===== src/rtl/arbitro_mux2a1_ochobits_if.sv =====
// -----------------------------------------------------------------------------
// arbitro_mux2a1_ochobits_if
// Bundles the two write channels, the back-pressure input and the arbitrated
// output of arbitro_mux2a1_ochobits.
//   slave  : the arbiter's view (channels and pausa in; flags and output out)
//   master : the environment's view (drives channels and pausa)
// Signals:
//   valid0/data_in0, valid1/data_in1 : per-channel write strobe and byte
//   pausa                            : downstream back-pressure
//   full0/full1                      : channel FIFO holds DEPTH entries
//   selector, valid_out, data_out    : registered arbitrated output
//   error_out                        : one-cycle overflow pulse
// -----------------------------------------------------------------------------
interface arbitro_mux2a1_ochobits_if #(
  parameter int BW = 8
);
  logic          valid0;
  logic [BW-1:0] data_in0;
  logic          valid1;
  logic [BW-1:0] data_in1;
  logic          pausa;
  logic          full0;
  logic          full1;
  logic          selector;
  logic          valid_out;
  logic [BW-1:0] data_out;
  logic          error_out;

  modport slave (
    input  valid0, data_in0, valid1, data_in1, pausa,
    output full0, full1, selector, valid_out, data_out, error_out
  );

  modport master (
    output valid0, data_in0, valid1, data_in1, pausa,
    input  full0, full1, selector, valid_out, data_out, error_out
  );
endinterface


===== src/rtl/arbitro_mux2a1_ochobits.sv =====
// -----------------------------------------------------------------------------
// arbitro_mux2a1_ochobits
// Two-channel byte arbiter: each channel writes into its own DEPTH-entry FIFO,
// and a three-state FSM (IDLE/SERV0/SERV1) issues at most one byte per cycle
// on a registered output, honouring downstream back-pressure (pausa).
// Ports:
//   clk      : single clock, all state on rising edge
//   reset_L  : synchronous active-low reset
//   bus      : arbitro_mux2a1_ochobits_if.slave (channels, pausa, flags, output)
// Configuration macro:
//   FIXED_PRIORITY_EN : when defined, channel 0 always wins a tie; otherwise
//                       ties are resolved round-robin with a last-grant register.
// -----------------------------------------------------------------------------
module arbitro_mux2a1_ochobits #(
  parameter int BW    = 8,
  parameter int DEPTH = 4
) (
  input  logic                          clk,
  input  logic                          reset_L,
  arbitro_mux2a1_ochobits_if.slave      bus
);

  localparam int AW = $clog2(DEPTH);
  localparam int CW = AW + 1;   // occupancy spans 0..DEPTH

  typedef enum logic [1:0] {
    IDLE  = 2'd0,
    SERV0 = 2'd1,
    SERV1 = 2'd2
  } state_t;

  state_t                 state_q, state_d;
  logic [1:0]             vin;
  logic [1:0][BW-1:0]     din;
  logic [1:0]             push;
  logic [1:0]             pop;
  logic [1:0]             full;
  logic [1:0]             not_empty;
  logic [1:0]             grant;
  logic [1:0][BW-1:0]     rd_data;

  logic [BW-1:0]          data_out_q, data_out_d;
  logic                   selector_q, selector_d;
  logic                   error_q, error_d;

  assign vin = {bus.valid1, bus.valid0};
  assign din = {bus.data_in1, bus.data_in0};

  // ---------------------------------------------------------------------------
  // Per-channel FIFOs
  // ---------------------------------------------------------------------------
  genvar gi;
  generate
    for (gi = 0; gi < 2; gi++) begin : g_fifo
      logic [BW-1:0] mem_q [DEPTH];
      logic [AW-1:0] wr_ptr_q, wr_ptr_d;
      logic [AW-1:0] rd_ptr_q, rd_ptr_d;
      logic [CW-1:0] cnt_q, cnt_d;

      // full comes from registered occupancy only, so a pop in the same
      // cycle never lets a write into a full FIFO.
      assign full[gi]      = (cnt_q == CW'(DEPTH));
      assign not_empty[gi] = (cnt_q != '0);
      assign push[gi]      = reset_L & vin[gi] & ~full[gi];
      assign pop[gi]       = reset_L & grant[gi];
      assign rd_data[gi]   = mem_q[rd_ptr_q];

      always_comb begin
        wr_ptr_d = wr_ptr_q;
        rd_ptr_d = rd_ptr_q;
        cnt_d    = cnt_q;
        // DEPTH is a power of two, so the natural pointer wrap is modulo DEPTH.
        if (push[gi]) wr_ptr_d = wr_ptr_q + AW'(1);
        if (pop[gi])  rd_ptr_d = rd_ptr_q + AW'(1);
        case ({push[gi], pop[gi]})
          2'b10:   cnt_d = cnt_q + CW'(1);
          2'b01:   cnt_d = cnt_q - CW'(1);
          default: cnt_d = cnt_q;
        endcase
      end

      // Storage carries no reset so it maps onto plain RAM.
      always_ff @(posedge clk) begin
        if (push[gi]) mem_q[wr_ptr_q] <= din[gi];
      end

      always_ff @(posedge clk) begin
        if (!reset_L) begin
          wr_ptr_q <= '0;
          rd_ptr_q <= '0;
          cnt_q    <= '0;
        end else begin
          wr_ptr_q <= wr_ptr_d;
          rd_ptr_q <= rd_ptr_d;
          cnt_q    <= cnt_d;
        end
      end
    end
  endgenerate

  // ---------------------------------------------------------------------------
  // Arbiter FSM
  // ---------------------------------------------------------------------------
`ifndef FIXED_PRIORITY_EN
  // Last channel granted; resets to 1 so channel 0 wins the first tie.
  logic last_q, last_d;
`endif

  always_comb begin
    state_d = IDLE;
    if (!bus.pausa) begin
      case (not_empty)
        2'b01:   state_d = SERV0;
        2'b10:   state_d = SERV1;
        2'b11: begin
`ifdef FIXED_PRIORITY_EN
          state_d = SERV0;
`else
          state_d = last_q ? SERV0 : SERV1;
`endif
        end
        default: state_d = IDLE;
      endcase
    end
    grant[0] = (state_d == SERV0);
    grant[1] = (state_d == SERV1);
  end

  always_ff @(posedge clk) begin
    if (!reset_L) state_q <= IDLE;
    else          state_q <= state_d;
  end

`ifndef FIXED_PRIORITY_EN
  always_comb begin
    last_d = last_q;
    if (grant[0]) last_d = 1'b0;
    if (grant[1]) last_d = 1'b1;
  end

  always_ff @(posedge clk) begin
    if (!reset_L) last_q <= 1'b1;
    else          last_q <= last_d;
  end
`endif

  // ---------------------------------------------------------------------------
  // Output registers: data_out/selector hold their values across IDLE.
  // ---------------------------------------------------------------------------
  always_comb begin
    data_out_d = data_out_q;
    selector_d = selector_q;
    if (grant[0]) begin
      data_out_d = rd_data[0];
      selector_d = 1'b0;
    end else if (grant[1]) begin
      data_out_d = rd_data[1];
      selector_d = 1'b1;
    end
    // A simultaneous overflow on both channels still yields one pulse.
    error_d = |(vin & full);
  end

  always_ff @(posedge clk) begin
    if (!reset_L) begin
      data_out_q <= '0;
      selector_q <= 1'b0;
      error_q    <= 1'b0;
    end else begin
      data_out_q <= data_out_d;
      selector_q <= selector_d;
      error_q    <= error_d;
    end
  end

  // valid_out is exactly "the FSM sits in a serving state".
  assign bus.valid_out = (state_q != IDLE);
  assign bus.data_out  = data_out_q;
  assign bus.selector  = selector_q;
  assign bus.error_out = error_q;
  assign bus.full0     = full[0];
  assign bus.full1     = full[1];

endmodule

===== src/flat_wrapper.sv =====
// flat-port wrapper written by rule: the top's interface ports become plain ports
module arbitro_mux2a1_ochobits_flat 
#(
  parameter int BW    = 8,
  parameter int DEPTH = 4
)
  (clk, reset_L, bus_valid0, bus_data_in0, bus_valid1, bus_data_in1, bus_pausa, bus_full0, bus_full1, bus_selector, bus_valid_out, bus_data_out, bus_error_out);
  arbitro_mux2a1_ochobits_if #(.BW(BW)) bus_i ();
  input  logic clk;
  input  logic reset_L;
  input wire logic [$bits(bus_i.valid0)-1:0] bus_valid0;
  input wire logic [$bits(bus_i.data_in0)-1:0] bus_data_in0;
  input wire logic [$bits(bus_i.valid1)-1:0] bus_valid1;
  input wire logic [$bits(bus_i.data_in1)-1:0] bus_data_in1;
  input wire logic [$bits(bus_i.pausa)-1:0] bus_pausa;
  output wire logic [$bits(bus_i.full0)-1:0] bus_full0;
  output wire logic [$bits(bus_i.full1)-1:0] bus_full1;
  output wire logic [$bits(bus_i.selector)-1:0] bus_selector;
  output wire logic [$bits(bus_i.valid_out)-1:0] bus_valid_out;
  output wire logic [$bits(bus_i.data_out)-1:0] bus_data_out;
  output wire logic [$bits(bus_i.error_out)-1:0] bus_error_out;
  assign bus_i.valid0 = bus_valid0;
  assign bus_i.data_in0 = bus_data_in0;
  assign bus_i.valid1 = bus_valid1;
  assign bus_i.data_in1 = bus_data_in1;
  assign bus_i.pausa = bus_pausa;
  assign bus_full0 = bus_i.full0;
  assign bus_full1 = bus_i.full1;
  assign bus_selector = bus_i.selector;
  assign bus_valid_out = bus_i.valid_out;
  assign bus_data_out = bus_i.data_out;
  assign bus_error_out = bus_i.error_out;
  arbitro_mux2a1_ochobits #(.BW(BW), .DEPTH(DEPTH)) u_core (.clk(clk), .reset_L(reset_L), .bus(bus_i));
endmodule

===== config.mk =====
export PLATFORM = sky130hd
export DESIGN_NAME = arbitro_mux2a1_ochobits_flat
export DESIGN_NICKNAME = d
export VERILOG_FILES = /design/src/rtl/arbitro_mux2a1_ochobits_if.sv /design/src/rtl/arbitro_mux2a1_ochobits.sv /design/src/flat_wrapper.sv
export SDC_FILE = /design/constraint.sdc
export NUM_CORES = 1
export LEC_CHECK = 0
export ABC_CLOCK_PERIOD_IN_PS = 2700
export BUFFER_PORTS_ARGS = -buffer_cell sky130_fd_sc_hd__buf_2
export CORE_MARGIN = 3
export CORE_UTILIZATION = 50
export DETAILED_ROUTE_END_ITERATION = 10
export GPL_TIMING_DRIVEN = 0
export HOLD_SLACK_MARGIN = 0.05
export PLACE_DENSITY_LB_ADDON = 0.05
export SETUP_SLACK_MARGIN = 0.1
export SKIP_CTS_REPAIR_TIMING = 1
export SLEW_MARGIN = 25
export SYNTH_ARGS = -nofsm -noshare
export SYNTH_HDL_FRONTEND = slang
export SYNTH_SLANG_ARGS = --single-unit

===== constraint.sdc =====
create_clock -name clk -period 2.7 [get_ports clk]
set_input_delay 0.135 -clock clk [delete_from_list [all_inputs] [get_ports clk]]
set_output_delay 0.135 -clock clk [all_outputs]
set_load 0.03 [all_outputs]

==> results.yml, run 1 <==
worst_setup_path:
  critPathRequiredTime_ns: 2.99
  maximum_fanout_encountered_on_the_critical_timing_path: 4
  path_delay_family: "simple AND/OR/NAND/NOR gates"
  setup.worst_path.start_class: "flop"
  cp_slowest_stage_delay_ns: 0.39
  sequence_of_cells_on_the_critical_path: "or3_4 -> a21o_1 -> nor2_2 -> ha_2 -> and2_4 -> ha_4 -> inv_2 -> fa_2 -> xor2_2 -> or3_4 -> a21oi_2"
  crit_path_frequent_cell: "sky130_fd_sc_hd__or3_4"
  crit_buf_inv: 1
  setup.worst_path.end_class: "flop"
  timing_worst_setup_path_type: "reg -> reg"
  worst_path_slowest_cell: "sky130_fd_sc_hd__or3_4"
  arrival_ns: 2.93
cts:
  cts-buffers-inserted: 9
  cts.path.max_buffers: 2
  clk-insertion-delay-late_ns: 0.36
  path_clk_slew_ns: 0.09
  tritoncts_num_sinks: 95
  tritoncts: "done"
  cts_htree_levels: 3
  clock_tree.root_cell: "sky130_fd_sc_hd__clkbuf_8"
synth:
  synth.top_cells.by_area: "sky130_fd_sc_hd__edfxtp_1, sky130_fd_sc_hd__dfxtp_1, sky130_fd_sc_hd__mux2_2, sky130_fd_sc_hd__ha_1, sky130_fd_sc_hd__mux4_2"
  synth_area_leader_cell: "sky130_fd_sc_hd__edfxtp_1"
  synthArstFlopShare_pct: 0
  yosys.cell_count.top_type: "sky130_fd_sc_hd__edfxtp_1"
  post_synth_num_cell_types: 33
  synth_enable_flop_cells: 64
  combined_area_of_all_synthesized_cells_sq_um: 3820
  synth_commonest_cells: "sky130_fd_sc_hd__edfxtp_1, sky130_fd_sc_hd__dfxtp_1, sky130_fd_sc_hd__nor2_1, sky130_fd_sc_hd__inv_1, sky130_fd_sc_hd__mux2_2"
  yosys_warnings: 0
  yosys_most_used_dff: "sky130_fd_sc_hd__edfxtp_1"
  syn_nets: 299
  synth.yosys.seq_area_share_pct: 66.5
  synth_seq_cells: 95
  synth_top_cell_area_share_pct: 50.3
  syn_area_per_cell_sq_um: 14.5
  syn_inst: 264
timing:
  fin_crit_sh_pct: 97.8
  clock_skew_ns: 0.0160
  worst_slew_margin_rel_pct: 63.2
  setup-tns-final_ns: 0
  final_max_slew_viol_count: 0
  period_minus_slack_ns: 2.64
  setup_viol_count_final: 0
  fmax_mhz: 379
  rsz_0062_raised_after_global_routing: "yes"
  report.final.hold_viol_count: 0
  worst_slew_pin_slew_ns: 0.551
routing:
  highest-signal-layer: "met4"
  dr_total_vias: 2262
  detail_route.iter0.violations: 101
  wl_met3_um: 412
  route.layer.met1.wl_um: 3100
  first_pass_detailed_route_iteration_total: 4
  detail_route.drc_violations: 0
  drt-total-wl_um: 7180
  route.antenna.remaining_nets: 0
  route.detailed.vias_per_inst: 5.21
  routed_wire_length_per_instance_um: 16.6
  met2WireLength_um: 3540
grt:
  grt_pass1_vias: 2240
  grt_start_max_net_pins: 18
  grt_antenna_before_repair: 0
  grt_remaining_overflow: 0
  grt_use_total_pct: 17.1
  grt_first_pass_wirelength_um: 11000
finish:
  fillerInstances: 568
  syn_to_final_growth_pct: 21.4
  seqCellArea_sq_um: 2550
  num-nets-final: 365
  antenna-diode-count: 0
  final_layout_size_suffix_gt1_share_pct: 32.8
  final_core_utilization_pct: 63.3
  multi_input_area_sq_um: 1270
  finish.cell_count_without_fillers: 434
die:
  initial_cell_density_of_the_core_pct: 52.1
  core-area_sq_um: 7330
  die_y_um: 93.4
  die_w_um: 93.4
  number_of_placement_rows: 31
  ios: 34
  die_area_sq_um: 8730
placement:
  placement.io_buffers: 33
  dp_cells: 396
  dp.final_hpwl_um: 4810
  place.gp.congestion: 0.769
power_and_ir_drop:
  power.static_leakage_nw: 1.67
  max-vdd-ir-drop_v: 0.000322
  power.density_cell_area_nw_per_um2: 688
run:
  cap_violations: 0
hold_path:
  holdCritPathClass: "in -> reg"
run_status:
  outcome: "finished clean"
## flip-flops by register name, summed over array words and instances, names as in the netlist, named ones only
| register | flops |
|---|---|
| u_core.g_fifo.mem_q | 64 |
| u_core.bus.data_out | 8 |
| u_core.g_fifo.cnt_q | 6 |
| u_core.g_fifo.rd_ptr_q | 4 |
| u_core.g_fifo.wr_ptr_q | 4 |
| u_core.state_q | 2 |
| u_core.bus.error_out | 1 |
| u_core.bus.selector | 1 |
| u_core.last_q | 1 |
## final timing paths
| kind | end | slack (ns) | start | cells past startpoint |
|---|---|---|---|---|
| hold / removal | u_core.bus.error_out$_SDFF_PN0_ | 0.05 | bus_valid1 | 3 |
| setup reg to reg | u_core.g_fifo[1].cnt_q[2]$_SDFFE_PN0P_ | 0.06 | u_core.g_fifo[0].cnt_q[2]$_SDFFE_PN0P_ | 11 |
| setup / recovery | u_core.g_fifo[1].cnt_q[2]$_SDFFE_PN0P_ | 0.06 | u_core.g_fifo[0].cnt_q[2]$_SDFFE_PN0P_ | 11 |
| hold reg to reg | u_core.g_fifo[0].cnt_q[2]$_SDFFE_PN0P_ | 0.50 | u_core.g_fifo[0].cnt_q[2]$_SDFFE_PN0P_ | 2 |
## layout make-up
type,count,share of cell area [%]
Timing Repair Buffer,55,7.98
Tap cell,99,2.67
Inverter,17,1.48
Multi-Input combinational cell,144,27.4
Clock inverter,7,1.73
Clock buffer,9,2.67
Buffer,8,1.11
Sequential cell,95,54.9
## where the power goes
part           switching (mW)  internal, mW  leakage [nW]  total [mW]
Combinational           0.318         0.243         0.740       0.561
Clock                   0.503         0.437        0.0964       0.940
Sequential             0.0531          1.64         0.836        1.69
## worst register-to-register path: stages, from the launching register on
cell and delay (ns):
sky130_fd_sc_hd__dfxtp_2 0.34, sky130_fd_sc_hd__or3_4 0.39, sky130_fd_sc_hd__a21o_1 0.20, sky130_fd_sc_hd__nor2_2 0.12, sky130_fd_sc_hd__ha_2 0.21, sky130_fd_sc_hd__and2_4 0.15
sky130_fd_sc_hd__ha_4 0.13, sky130_fd_sc_hd__inv_2 0.04, sky130_fd_sc_hd__fa_2 0.36, sky130_fd_sc_hd__xor2_2 0.16, sky130_fd_sc_hd__or3_4 0.37, sky130_fd_sc_hd__a21oi_2 0.12
## metal layers
metal	vias to the layer above	track usage, %
met5	-	0
met4	0	7.33
met3	12	3.86
met2	60	27.0
met1	1092	22.7
li1	1098	-
## layout by cell type (no fill, tap or decap), types with 4 or more instances in the layout
cell	Yosys	final
sky130_fd_sc_hd__a31oi_1	4	4
sky130_fd_sc_hd__xor2_1	6	5
sky130_fd_sc_hd__nor2_1	26	23
sky130_fd_sc_hd__clkbuf_8	0	9
sky130_fd_sc_hd__a22oi_1	5	5
sky130_fd_sc_hd__mux2_2	16	16
sky130_fd_sc_hd__o21ai_0	13	12
sky130_fd_sc_hd__ha_1	12	8
sky130_fd_sc_hd__mux4_2	6	6
sky130_fd_sc_hd__dlygate4sd3_1	0	16
sky130_fd_sc_hd__dfxtp_1	31	27
sky130_fd_sc_hd__a32oi_1	4	4
sky130_fd_sc_hd__and2_1	9	8
sky130_fd_sc_hd__nand2_1	6	6
sky130_fd_sc_hd__buf_2	3	35
sky130_fd_sc_hd__inv_1	16	13
sky130_fd_sc_hd__a21oi_1	6	5
sky130_fd_sc_hd__o22ai_1	4	4
sky130_fd_sc_hd__buf_4	0	6
sky130_fd_sc_hd__clkbuf_1	4	4
sky130_fd_sc_hd__edfxtp_1	64	64
## logic make-up (layout without fill, tap and decap cells)
logic type,after synthesis,count (layout),share of synthesized area (%)
buffers and inverters,25,96,2.75
and+or+nand+nor,58,58,7.66
DFF,95,95,66.5
AOI/OAI and AO/OA,38,38,6.12
adders and majority gates,14,14,4.98
xor gates and xnor gates,8,8,1.83
muxes,26,26,10.1
## stage by stage
step                      setup WS, ns  instance area [sq um]  power [mW]  hold slack (ns)
after floorplan                  0.105                   3820        2.06            0.234
after global placement          -0.248                   4110        2.19            0.354
after detailed placement        -0.290                   4110        2.21            0.351
after CTS                       -0.323                   4320        3.14          -0.0270
after global routing           -0.0591                   4640        3.34           0.0890
final                           0.0599                   4640        3.19           0.0466
Note: power is estimated with default switching activity, not from simulation.
==> inputs of run 2 (changes only) <==
--- a/config.mk
+++ b/config.mk
@@ -5,14 +5,15 @@
 export SDC_FILE = /design/constraint.sdc
 export NUM_CORES = 1
 export LEC_CHECK = 0
-export ABC_CLOCK_PERIOD_IN_PS = 2700
+export ABC_CLOCK_PERIOD_IN_PS = 2800
 export BUFFER_PORTS_ARGS = -buffer_cell sky130_fd_sc_hd__buf_2
-export CORE_MARGIN = 3
+export CORE_MARGIN = 4
 export CORE_UTILIZATION = 50
 export DETAILED_ROUTE_END_ITERATION = 10
 export GPL_TIMING_DRIVEN = 0
 export HOLD_SLACK_MARGIN = 0.05
 export PLACE_DENSITY_LB_ADDON = 0.05
+export RECOVER_POWER = 25
 export SETUP_SLACK_MARGIN = 0.1
 export SKIP_CTS_REPAIR_TIMING = 1
 export SLEW_MARGIN = 25
==> constraint.sdc (replaced) <==
create_clock -name clk -period 2.8 [get_ports clk]
set_input_delay 0.14 -clock clk [delete_from_list [all_inputs] [get_ports clk]]
set_output_delay 0.14 -clock clk [all_outputs]
set_load 0.03 [all_outputs]
==> run 2 against run 1 <==
Against the previous run: global-route usage down 0.90 points; clock power up 3.0%; critical endpoint is now u_core.g_fifo[0].cnt_q[2]$_SDFFE_PN0P_; via count down 0.75%.
==> results.yml, run 2 (same netlist as run 1, synthesis figures left out) <==
power_and_ir_drop:
  max-vdd-ir-drop_v: 0.000355
  power.density_cell_area_nw_per_um2: 678
  power.static_leakage_nw: 1.65
worst_setup_path:
  setup.worst_path.end_class: "flop"
  setup.worst_path.start_class: "flop"
  timing_worst_setup_path_type: "reg -> reg"
  maximum_fanout_encountered_on_the_critical_timing_path: 4
  critPathRequiredTime_ns: 3.07
  path_delay_family: "simple AND/OR/NAND/NOR gates"
  arrival_ns: 2.86
  worst_path_slowest_cell: "sky130_fd_sc_hd__or3_4"
  sequence_of_cells_on_the_critical_path: "or3_4 -> a21o_1 -> or2_1 -> ha_2 -> buf_6 -> inv_2 -> nor2_2 -> ha_2 -> inv_2 -> fa_2 -> xor2_1 -> or3_1 -> a21oi_1"
  crit_buf_inv: 3
  cp_slowest_stage_delay_ns: 0.39
timing:
  setup_viol_count_final: 0
  period_minus_slack_ns: 2.59
  setup-tns-final_ns: 0
  rsz_0062_raised_after_global_routing: "yes"
  report.final.hold_viol_count: 0
  hold_ws_ns: 0.0547
  worst_slew_pin_slew_ns: 0.521
  final_max_slew_viol_count: 0
  clock_skew_ns: 0.00787
  fin_crit_sh_pct: 92.5
  fmax_mhz: 386
  worst_slew_margin_rel_pct: 65.3
die:
  ios: 34
  core-area_sq_um: 7330
  die_y_um: 95.4
  initial_cell_density_of_the_core_pct: 52.1
  die_w_um: 95.4
  number_of_placement_rows: 31
  die_area_sq_um: 9110
grt:
  grt_remaining_overflow: 0
  grt_first_pass_wirelength_um: 10700
  grt_antenna_before_repair: 0
  grt_pass1_vias: 2192
  grt_use_total_pct: 16.2
  grt_start_max_net_pins: 17
cts:
  cts.path.max_buffers: 2
  cts_htree_levels: 3
  clk-insertion-delay-late_ns: 0.35
  tritoncts_num_sinks: 95
  clock_tree.root_cell: "sky130_fd_sc_hd__clkbuf_8"
  path_clk_slew_ns: 0.09
  cts-buffers-inserted: 9
  tritoncts: "done"
routing:
  route.antenna.remaining_nets: 0
  detail_route.iter0.violations: 89
  detail_route.drc_violations: 0
  route.detailed.vias_per_inst: 5.14
  first_pass_detailed_route_iteration_total: 4
  routed_wire_length_per_instance_um: 15.8
  drt-total-wl_um: 6890
  dr_total_vias: 2245
placement:
  place.gp.congestion: 0.776
  dp.final_hpwl_um: 4750
  placement.io_buffers: 33
run:
  cap_violations: 0
finish:
  highest_count_cells_in_the_layout_ignoring_fill_and_taps: "sky130_fd_sc_hd__edfxtp_1, sky130_fd_sc_hd__dfxtp_1, sky130_fd_sc_hd__nor2_1, sky130_fd_sc_hd__buf_2, sky130_fd_sc_hd__clkbuf_1"
  num-nets-final: 368
  fillerInstances: 569
  multi_input_area_sq_um: 1220
  final_core_utilization_pct: 62.8
  seqCellArea_sq_um: 2550
  antenna-diode-count: 0
  max_flop_register: "u_core.g_fifo.mem_q"
  largest_register_ffs: 64
  layout.cells.most_common: "sky130_fd_sc_hd__edfxtp_1"
  syn_to_final_growth_pct: 20.5
  final_layout_size_suffix_gt1_share_pct: 27.8
hold_path:
  holdCritPathClass: "in -> reg"
run_status:
  outcome: "finished clean"
[run 2: worst reg2reg max path: stages (launching register included)]
cell and delay [ns]:
sky130_fd_sc_hd__dfxtp_2 0.34, sky130_fd_sc_hd__or3_4 0.39, sky130_fd_sc_hd__a21o_1 0.19, sky130_fd_sc_hd__or2_1 0.24, sky130_fd_sc_hd__ha_2 0.20, sky130_fd_sc_hd__buf_6 0.12
sky130_fd_sc_hd__inv_2 0.05, sky130_fd_sc_hd__nor2_2 0.04, sky130_fd_sc_hd__ha_2 0.20, sky130_fd_sc_hd__inv_2 0.06, sky130_fd_sc_hd__fa_2 0.19, sky130_fd_sc_hd__xor2_1 0.07
sky130_fd_sc_hd__or3_1 0.30, sky130_fd_sc_hd__a21oi_1 0.13
[run 2: power breakdown]
part | switching, mW | internal, mW
Sequential | 0.0474 | 1.58
Combinational | 0.301 | 0.225
Clock | 0.464 | 0.504
Total | 0.812 | 2.31
[run 2: area by class of cell]
class | count | area share, %
Clock buffer | 9 | 2.69
Sequential cell | 95 | 55.4
Multi-Input combinational cell | 144 | 26.5
Timing Repair Buffer | 58 | 8.15
Inverter | 17 | 1.39
Clock inverter | 7 | 2.09
Tap cell | 99 | 2.69
Buffer | 8 | 1.03
[run 2: path summary, 6_finish.rpt]
kind                                           from                                endpoint  slack [ns]  depth (start not counted)
min reg2reg  u_core.g_fifo[0].cnt_q[2]$_SDFFE_PN0P_  u_core.g_fifo[0].cnt_q[2]$_SDFFE_PN0P_        0.50                          2
max reg2reg  u_core.g_fifo[0].cnt_q[2]$_SDFFE_PN0P_  u_core.g_fifo[0].cnt_q[2]$_SDFFE_PN0P_        0.21                         13
max          u_core.g_fifo[0].cnt_q[2]$_SDFFE_PN0P_  u_core.g_fifo[0].cnt_q[2]$_SDFFE_PN0P_        0.21                         13
min                                      bus_valid1         u_core.bus.error_out$_SDFF_PN0_        0.05                          3
[run 2: routing by layer]
layer / global-route usage (%) / wire (um)
met1: 21.6 / 3050
met2: 25.7 / 3380
met3: 3.55 / 374
met4: 6.75 / 81
met5: 0 / 0
[run 2: stage by stage]
stage               instances  power, mW  instance area, sq um  setup WS (ns)
global route              437       3.27                  4610         0.0740
global placement          396       2.12                  4110         -0.148
floorplan                 264       1.98                  3820          0.205
finish                    437       3.12                  4610          0.211
CTS                       412       3.09                  4330         -0.221
detailed placement        396       2.13                  4110         -0.205
==> inputs of run 3 (changes only) <==
--- a/config.mk
+++ b/config.mk
@@ -8,7 +8,7 @@
 export ABC_CLOCK_PERIOD_IN_PS = 2800
 export BUFFER_PORTS_ARGS = -buffer_cell sky130_fd_sc_hd__buf_2
 export CORE_MARGIN = 4
-export CORE_UTILIZATION = 50
+export CORE_UTILIZATION = 33
 export DETAILED_ROUTE_END_ITERATION = 10
 export GPL_TIMING_DRIVEN = 0
 export HOLD_SLACK_MARGIN = 0.05
==> run 3 against run 2 <==
Against the previous run: sequential share of layout area decreased by 1.5 points; worst hold slack improved by 0.0046 ns; combinational power increased by 1%; first-iteration DRC count decreased by 6.7%; critical endpoint unchanged; clock skew decreased by 0.0026 ns.
==> results.yml, run 3 (same netlist as run 1, synthesis figures left out) <==
worst_setup_path:
  arrival_ns: 2.89
  r2r.worst_path.cells: 13
  timing_worst_setup_path_type: "reg -> reg"
  setup.worst_path.start_class: "flop"
  critical_path_depth: 13
  sequence_of_cells_on_the_critical_path: "or3_4 -> a21o_1 -> or2_1 -> ha_2 -> buf_6 -> inv_2 -> nor2_2 -> ha_2 -> inv_2 -> fa_2 -> xor2_1 -> or3_1 -> a21oi_2"
  r2r_start: "u_core.g_fifo[0].cnt_q[2]$_SDFFE_PN0P_"
  crit_buf_inv: 3
  maximum_fanout_encountered_on_the_critical_timing_path: 4
  cp_slowest_stage_delay_ns: 0.40
  worst_setup_path_startpoint: "u_core.g_fifo[0].cnt_q[2]$_SDFFE_PN0P_"
  path_delay_family: "simple AND/OR/NAND/NOR gates"
  worst_path_slowest_cell: "sky130_fd_sc_hd__or3_4"
  setup.worst_path.end_class: "flop"
  critPathRequiredTime_ns: 3.07
placement:
  placement.io_buffers: 33
  dp.final_hpwl_um: 5330
  place.gp.congestion: 0.713
  postPlaceCellArea_sq_um: 4170
power_and_ir_drop:
  p_comb_share_pct: 15.8
  power.static_leakage_nw: 1.69
  power_switching_share_pct: 25.0
  power.density_cell_area_nw_per_um2: 712
  seqPwrFrac_pct: 48.4
  switching_power_total_mw: 0.844
  pwr-share-clk_pct: 35.8
  p_int_mw: 2.53
  max-vdd-ir-drop_v: 0.000283
finish:
  highest_count_cells_in_the_layout_ignoring_fill_and_taps: "sky130_fd_sc_hd__edfxtp_1, sky130_fd_sc_hd__dfxtp_1, sky130_fd_sc_hd__nor2_1, sky130_fd_sc_hd__buf_2, sky130_fd_sc_hd__clkbuf_1"
  num-nets-final: 368
  syn_to_final_growth_pct: 23.8
  max_flop_register: "u_core.g_fifo.mem_q"
  largest_register_ffs: 64
  final_layout_size_suffix_gt1_share_pct: 27.5
  antenna-diode-count: 0
  fin_area_sq_um: 4730
  final_core_utilization_pct: 41.6
  layout.cells.most_common: "sky130_fd_sc_hd__edfxtp_1"
die:
  die_y_um: 116
  core-area_sq_um: 11400
  initial_cell_density_of_the_core_pct: 33.6
  number_of_placement_rows: 39
  ios: 34
  die_w_um: 116
  die_area_sq_um: 13400
timing:
  fin_crit_sh_pct: 93.4
  setup_viol_count_final: 0
  fmax_mhz: 382
  clock_skew_ns: 0.00526
  rsz_0062_raised_after_global_routing: "yes"
  worst_slew_pin_slew_ns: 0.519
  period_minus_slack_ns: 2.62
  final_max_slew_viol_count: 0
  hold_ws_ns: 0.0593
  worst_slew_margin_rel_pct: 65.4
  report.final.hold_viol_count: 0
routing:
  drt-total-wl_um: 7660
  detail_route.drc_violations: 0
  route.detailed.vias_per_inst: 4.64
  routed_wire_length_per_instance_um: 15.9
  dr_total_vias: 2234
  first_pass_detailed_route_iteration_total: 4
  route.antenna.remaining_nets: 0
  detail_route.iter0.violations: 83
hold_path:
  worst_hold_startpoint: "bus_valid1"
  hold_depth: 3
  holdCritPathClass: "in -> reg"
cts:
  tritoncts_num_sinks: 95
  tritoncts: "done"
  clock_tree.root_cell: "sky130_fd_sc_hd__clkbuf_16"
  cts_htree_levels: 3
  cts-buffers-inserted: 9
  path_clk_slew_ns: 0.06
  cts.path.max_buffers: 2
  clk-insertion-delay-late_ns: 0.34
grt:
  grt_first_pass_wirelength_um: 11900
  grt_use_total_pct: 12.4
  grt_remaining_overflow: 0
  grt_pass1_vias: 2251
  grt_start_max_net_pins: 15
  grt_antenna_before_repair: 0
run:
  cap_violations: 0
run_status:
  outcome: "finished clean"
[run 3: power by group through the flow]
stage / clock network [mW] / logic [mW] / registers [mW]
finish: 1.21 / 0.533 / 1.63
global placement: 0 / 0.474 / 1.66
floorplan: 0 / 0.270 / 1.71
detailed placement: 0 / 0.477 / 1.66
global route: 1.32 / 0.590 / 1.64
CTS: 1.24 / 0.480 / 1.63
[run 3: layer usage]
metal | vias up | global-route usage, % | part of all wire [%]
li1 | 1106 | - | -
met1 | 1087 | 16.1 | 47
met2 | 33 | 19.3 | 47
met3 | 8 | 4.18 | 4.4
met4 | 0 | 4.64 | 1.6
met5 | - | 0 | 0
[run 3: metrics by stage]
stage / total power, mW / TNS [ns] / std cells / setup slack [ns]
after floorplan: 1.98 / 0 / 264 / 0.205
after global placement: 2.14 / -0.330 / 440 / -0.274
after detailed placement: 2.14 / -0.404 / 440 / -0.324
after CTS: 3.35 / -0.425 / 456 / -0.331
after global routing: 3.55 / 0 / 481 / 0.0933
final: 3.37 / 0 / 481 / 0.184
[run 3: path summary, 6_finish.rpt]
check,slack [ns],end
setup / recovery,0.18,u_core.g_fifo[0].cnt_q[2]$_SDFFE_PN0P_
hold / removal,0.06,u_core.bus.error_out$_SDFF_PN0_
hold reg to reg,0.50,u_core.bus.selector$_SDFFE_PP0N_
setup reg to reg,0.18,u_core.g_fifo[0].cnt_q[2]$_SDFFE_PN0P_
[run 3: worst min-delay path: stages]
cell and delay (ns):
sky130_fd_sc_hd__buf_2 0.09, sky130_fd_sc_hd__a22oi_1 0.06, sky130_fd_sc_hd__nor2_1 0.08
[run 3: area by class of cell]
type                    instances  area (sq um)
fillers                      1101          6640
flip-flops and latches         95          2550
multi-input cells             144          1220
repair buffers                 58           379
clock buffers                  13           250
well taps                     143           179
inverters                      17          63.8
plain buffers                   8          47.5
clock inverters                 3          42.5
